File: src/rtl/game_countdown_timer.sv
// Round countdown timer: turns rising edges of the 1 Hz sec_in wave into clk ticks and
// counts a BCD round length down to 00, with pause, restart, warning and end-of-round pulse.
module game_countdown_timer #(
    parameter int unsigned START_SECONDS = 60,
    parameter int unsigned WARN_SECONDS  = 10
) (
    input  logic       clk,
    input  logic       rst,
    input  logic       sec_in,
    input  logic       start,
    input  logic       pause,
    output logic [3:0] tens,
    output logic [3:0] ones,
    output logic       running,
    output logic       warn,
    output logic       time_up
);

    localparam logic [1:0] ST_IDLE  = 2'd0;
    localparam logic [1:0] ST_RUN   = 2'd1;
    localparam logic [1:0] ST_PAUSE = 2'd2;
    localparam logic [1:0] ST_DONE  = 2'd3;

    localparam logic [3:0] START_TENS = 4'(START_SECONDS / 10);
    localparam logic [3:0] START_ONES = 4'(START_SECONDS % 10);
    localparam logic [6:0] WARN_LIMIT = 7'(WARN_SECONDS);

    logic       s1_q, s2_q, s3_q;
    logic       tick;
    logic [1:0] state_q, state_d;
    logic [3:0] tens_q, tens_d;
    logic [3:0] ones_q, ones_d;
    logic       running_q;
    logic       time_up_q, time_up_d;
    logic [6:0] remaining;

    // s1/s2 resynchronise the asynchronous wave; s3 is only for edge detection.
    always_ff @(posedge clk or posedge rst) begin
        if (rst) begin
            s1_q <= 1'b0;
            s2_q <= 1'b0;
            s3_q <= 1'b0;
        end else begin
            s1_q <= sec_in;
            s2_q <= s1_q;
            s3_q <= s2_q;
        end
    end

    assign tick = s2_q & ~s3_q;

    always_comb begin
        state_d   = state_q;
        tens_d    = tens_q;
        ones_d    = ones_q;
        time_up_d = 1'b0;
        case (state_q)
            ST_IDLE, ST_DONE: begin
                if (start) begin
                    state_d = ST_RUN;
                    tens_d  = START_TENS;
                    ones_d  = START_ONES;
                end
            end
            ST_RUN: begin
                // Pause wins over a coincident tick; that tick is lost.
                if (pause) begin
                    state_d = ST_PAUSE;
                end else if (tick) begin
                    if (tens_q == 4'd0 && ones_q == 4'd1) begin
                        ones_d    = 4'd0;
                        state_d   = ST_DONE;
                        time_up_d = 1'b1;
                    end else if (ones_q != 4'd0) begin
                        ones_d = ones_q - 4'd1;
                    end else begin
                        ones_d = 4'd9;
                        tens_d = tens_q - 4'd1;
                    end
                end
            end
            ST_PAUSE: begin
                if (!pause) begin
                    state_d = ST_RUN;
                end
            end
            default: state_d = ST_IDLE;
        endcase
    end

    always_ff @(posedge clk or posedge rst) begin
        if (rst) begin
            state_q   <= ST_IDLE;
            tens_q    <= START_TENS;
            ones_q    <= START_ONES;
            running_q <= 1'b0;
            time_up_q <= 1'b0;
        end else begin
            state_q   <= state_d;
            tens_q    <= tens_d;
            ones_q    <= ones_d;
            running_q <= (state_d == ST_RUN);
            time_up_q <= time_up_d;
        end
    end

    assign remaining = 7'(tens_q) * 7'd10 + 7'(ones_q);

    assign tens    = tens_q;
    assign ones    = ones_q;
    assign running = running_q;
    assign time_up = time_up_q;
    assign warn    = ((state_q == ST_RUN) || (state_q == ST_PAUSE)) && (remaining <= WARN_LIMIT);

endmodule
File: config.mk
export PLATFORM = sky130hd
export DESIGN_NAME = game_countdown_timer
export DESIGN_NICKNAME = d
export VERILOG_FILES = /design/src/rtl/game_countdown_timer.sv
export SDC_FILE = /design/constraint.sdc
export NUM_CORES = 1
export LEC_CHECK = 0
export ABC_AREA = 1
export CAP_MARGIN = 20
export CORE_UTILIZATION = 49
export DETAILED_ROUTE_END_ITERATION = 8
export GPL_TIMING_DRIVEN = 0
export PLACE_DENSITY = 0.71
export SYNTH_ARGS = -nofsm -noshare
export SYNTH_HDL_FRONTEND = slang
export SYNTH_SLANG_ARGS = --single-unit
File: constraint.sdc
create_clock -name clk -period 2.1 [get_ports clk]
set_clock_uncertainty 0.2 [all_clocks]
set_input_delay 0.315 -clock clk [delete_from_list [all_inputs] [get_ports clk]]
set_output_delay 0.315 -clock clk [all_outputs]
set_load 0.02 [all_outputs]
**Yosys cells after proc, flatten, opt, wreduce, memory -nomap -nowiden**

Cells that the tools add are included.

- Register bits: 15
- Latch bits: 0
- Memory bits (writable): 0
- Bits in read-only memories: 0
- Input bits: 5
- Output and inout bits: 11
- Word-level logic and storage cells: 57
- Memories kept: 0

- Add/subtract/negate cells: 3
- Multipliers: 1
- Divide/modulo/power cells: 0
- $lt $le $gt $ge: 1
- Eq/ne operators: 10
- Shift-type cells: 0
- Muxes and demuxes: 22
- Bitwise operators: 2
- Reduce and logical (&&, ||, !) cells: 10

Operators with widths:

| operator | number |
|---|---|
| 4-bit 2-to-1 mux | 10 |
| 4-bit case mux with 2 select lines | 2 |
| 2-bit 2-to-1 mux | 5 |
| 2-bit != test, second input constant | 5 |
| 4-bit by 1-bit subtractor with 4-bit output, second input constant | 2 |
| 7-bit by 4-bit adder with 7-bit output | 1 |
| 7-bit by 4-bit <= comparator with 1-bit output, second input constant | 1 |
| 4-bit by 3-bit multiplier with 6-bit output, second input constant | 1 |
| 2-bit case mux with 3 select lines | 1 |
| 6-bit AND reduction | 1 |
| 2-bit by 1-bit == test with 1-bit output, second input constant | 2 |
| 2-bit == test, second input constant | 2 |
| 4-bit by 1-bit == test with 1-bit output, second input constant | 1 |
| 4-bit logical NOT | 1 |
| 1-bit 2-to-1 mux | 4 |
| 4-bit AND reduction | 1 |
| 4-bit nonzero test | 1 |
| 1-bit logical AND | 2 |
| 2-bit logical NOT | 1 |
| 2-bit nonzero test | 1 |
| 2-bit OR reduction | 1 |
| 1-bit bitwise AND | 1 |
| 1-bit logical OR | 1 |
| 1-bit inverter | 1 |

**Logic depth before layout (Yosys ltp)**

- Word-level depth: 7
- Depth in mapped cells: 10
- Depth with buffers taken out: 10

**Least setup slack after synthesis**

Ideal clock, no wire load.

- Kind: reg2out
- Start: register tens_q[1] (netlist: tens[1])
- End: output port warn
- Arrival time: 2.129 ns
- Path slack: -0.544 ns
- Cell stages (with the launch flop): 10
- Path buffers: 0
- Cell sequence: dfstp_2 -> ha_1 -> ha_1 -> inv_1 -> fa_1 -> inv_1 -> o21ai_0 -> nand2_1 -> nand2_1 -> nor2_1

- Cells in the longest elaborated chain, start to end: 4

Ends and longest elaborated chain:

| item | line | RTL |
|---|---|---|
| start, declared | 31 | `logic [3:0] tens_q, tens_d;` |
| start signal, assigned | 100 | `tens_q <= tens_d;` |
| 4-bit by 3-bit multiplier with 6-bit output | 107 | `assign remaining = 7'(tens_q) * 7'd10 + 7'(ones_q);` |
| 7-bit by 4-bit adder with 7-bit output | 107 |  |
| 7-bit by 4-bit <= comparator with 1-bit output | 113 | `assign warn = ((state_q == ST_RUN) \|\| (state_q == ST_PAUSE)) && (remaining <= WARN_LIMIT);` |
| 1-bit logical AND | 113 |  |
| end, declared | 15 | `output logic warn,` |

No other way between the ends.

**Worst setup path in the final report**

Same ends and word-level chain as after synthesis.

==> flow_summary.ini <==
[run_status]
status = finished with violations
failed_checks = negative setup slack

[synth]
yosys_register_bits = 15
synthFlopType = dfrtp_1
syn_area_per_cell_um2 = 7.74
synth_most_common_cell = nand2_1
ys_seq_area_frac = 0.319
synth_top_cell_by_area = dfrtp_1
syn_area_um2 = 1180
synth_top_cells_by_count = nand2_1, inv_1, nand3_1, dfrtp_1, ha_1
synth_cell_types = 26
synth_top_family_by_area = simple AND/OR/NAND/NOR gates
synth-compound-area-share = 0.0507
synth_xor_area_frac = 0.0148
synthCells = 153
synth_top_area_frac = 0.275
synth.mux.area_fraction = 0
synth-async-reset-ratio = 1.00
synthAdderAreaFrac = 0.161
synth_area_leaders = dfrtp_1, nand2_1, ha_1, inv_1, nand3_1
synth_edf_count = 0
synthSimpleGateAreaFrac = 0.349
yosys_warnings = 0
syn-num-nets = 172

[critical_path]
start_kind = flip-flop
critPathArrivalTime_ps = 2240
cp.required_ps = 1580
crit_type = flip-flop to output pin
cp-end-kind = output pin
crit_path_max_fanout = 4

[placed_design]
dp_hpwl_um = 1900
port_buffers = 15
pre_cts_slack_ps = -921
gp_routability_congestion = 0.821
dp_cells = 196

[cts]
root_buffer = clkbuf_4
htreeDepth = 1
clockBufferDepth = 2
clkLatencyLatePin_ps = 280
cts_buffers = 3
numClockSinks = 15
cts_tree = done
path_clk_slew_ps = 100

[cells_and_area]
fin_cells = 203
areaGrowthSynthToFinish_pct = 24.9
drive_gt1_frac = 0.211
final_nets = 195
n_antenna_cell = 0
nFillCells = 196

[power_and_ir_drop]
power_density_nw_per_um2 = 1720
power.total_mw = 2.54
p_leak_nw = 0.758
ir_drop_mv = 0.908

[timing]
min_period_ps = 2760
setup_tns_ps = -656
final_max_slew_viol_count = 0
setup_slack_ps = -656
final-setup-viol-count = 1
timing.hold.ws_ps = 164
rsz0062_at_grt = yes
slew-limit-headroom = 0.604
fmax_mhz = 363
worst_pin_slew_ps = 594
fin_crit_sh = 1.31
hold_viol = 0

[flow_run]
drv_cap = 0

[die]
die_y_um = 51.2
start_util = 0.525
die_x_um = 51.2
ios = 16
core_area_um2 = 2250
rows = 17
dieArea_um2 = 2620

[grt]
grt_overflow = 0
grt_pass1_wl_um = 4330
grt_max_degree = 16
grt_util_all_layers = 0.228
grt_pass1_vias = 1048
antenna_found_initial = 0

[detailed_routing]
viasPerCell = 5.04
drt_iter0_drc = 9
ant_nets = 0
wire_per_inst_um = 12.0
vias = 1024
post-route-drc-count = 0
drt_wl_total_um = 2440
dr.pass1.iters = 4

[hold_path]
hold_class = flip-flop to flip-flop
-- cell families after synthesis --
logic type	Yosys count
xor gates and xnor gates	2
buffers and inverters	28
DFF	15
AOI/OAI and AO/OA	9
adders and majority gates	14
and+or+nand+nor	85
-- metrics by stage --
stage / cell area, um2 / util
CTS: 1470 / 0.651
global placement: 1420 / 0.629
floorplan: 1230 / -
global route: 1480 / 0.656
finish: 1480 / 0.656
detailed placement: 1420 / 0.629
-- what timing repair did --
item | 4_1_cts | 5_1_grt
pin swaps | 3 | 3
setup buffers | 3 | 0
hold buffers | 0 | 0
hold endpoints to repair | 0 | 0
resized for setup | 9 | 4
setup endpoints to repair | 1 | 2
-- cells in the final DEF (no fill, tap or decap), types with 2 or more instances in the layout --
master / instances
dfrtp_1: 11
inv_1: 21
nor2_4: 4
nand4_1: 7
buf_4: 3
nand2_2: 3
nand3_1: 13
clkdlybuf4s50_1: 12
nand2_4: 3
buf_6: 3
dfrtp_2: 2
inv_2: 4
o21ai_1: 4
dfstp_2: 2
ha_1: 9
nor2_1: 7
a21oi_1: 2
clkbuf_4: 3
ha_4: 3
nand2_1: 43
-- state kept, by name, summed over array words and instances (netlist names) --
register / flops
s1_q: 1
time_up: 1
state_q: 2
s2_q: 1
running: 1
s3_q: 1
tens: 4
ones: 4
-- layout make-up --
cell class / count / area (um2) / share of cell area
plain buffers: 2 / 22.5 / 0.0152
clock buffers: 3 / 22.5 / 0.0152
clock inverters: 1 / 5.00 / 0.00338
inverters: 26 / 103 / 0.0694
multi-input cells: 110 / 736 / 0.497
flip-flops and latches: 15 / 380 / 0.257
well taps: 28 / 35.0 / 0.0237
repair buffers: 18 / 175 / 0.118
-- report_power, final --
part	total, mW	switching, mW	internal [mW]	leakage (nW)
registers	0.526	0.121	0.405	0.183
logic	1.85	1.07	0.772	0.557
clock network	0.164	0.0929	0.0707	0.0177
-- critical path, cell delays in order, from the launching register on --
cell,delay (ps)
dfstp_2,560
ha_4,200
ha_4,150
inv_2,40
fa_2,470
inv_2,80
nand2_1,50
o21ai_1,80
nand2_1,80
nand2_2,80
nor2_4,30
buf_6,120
-- worst paths after layout --
kind,from,to,slack (ps),depth (start not counted)
min in group asynchronous,rst,s3_q,180,2
worst max register to register,tens[1],tens[3],250,9
worst min-delay path,s1_q,s2_q,160,0
max in group asynchronous,rst,tens[3],1100,2
worst min register to register,s1_q,s2_q,160,0
worst max-delay path,tens[1],warn,-660,11
-- layer usage --
layer  GRT usage  part of all wire  vias up
met5           0                 0        -
met4       0.102             0.014        0
met3      0.0327             0.021        4
met2       0.412              0.52       14
met1       0.264              0.44      472
li1            -                 -      534
Power figures use the tool's default switching activity.
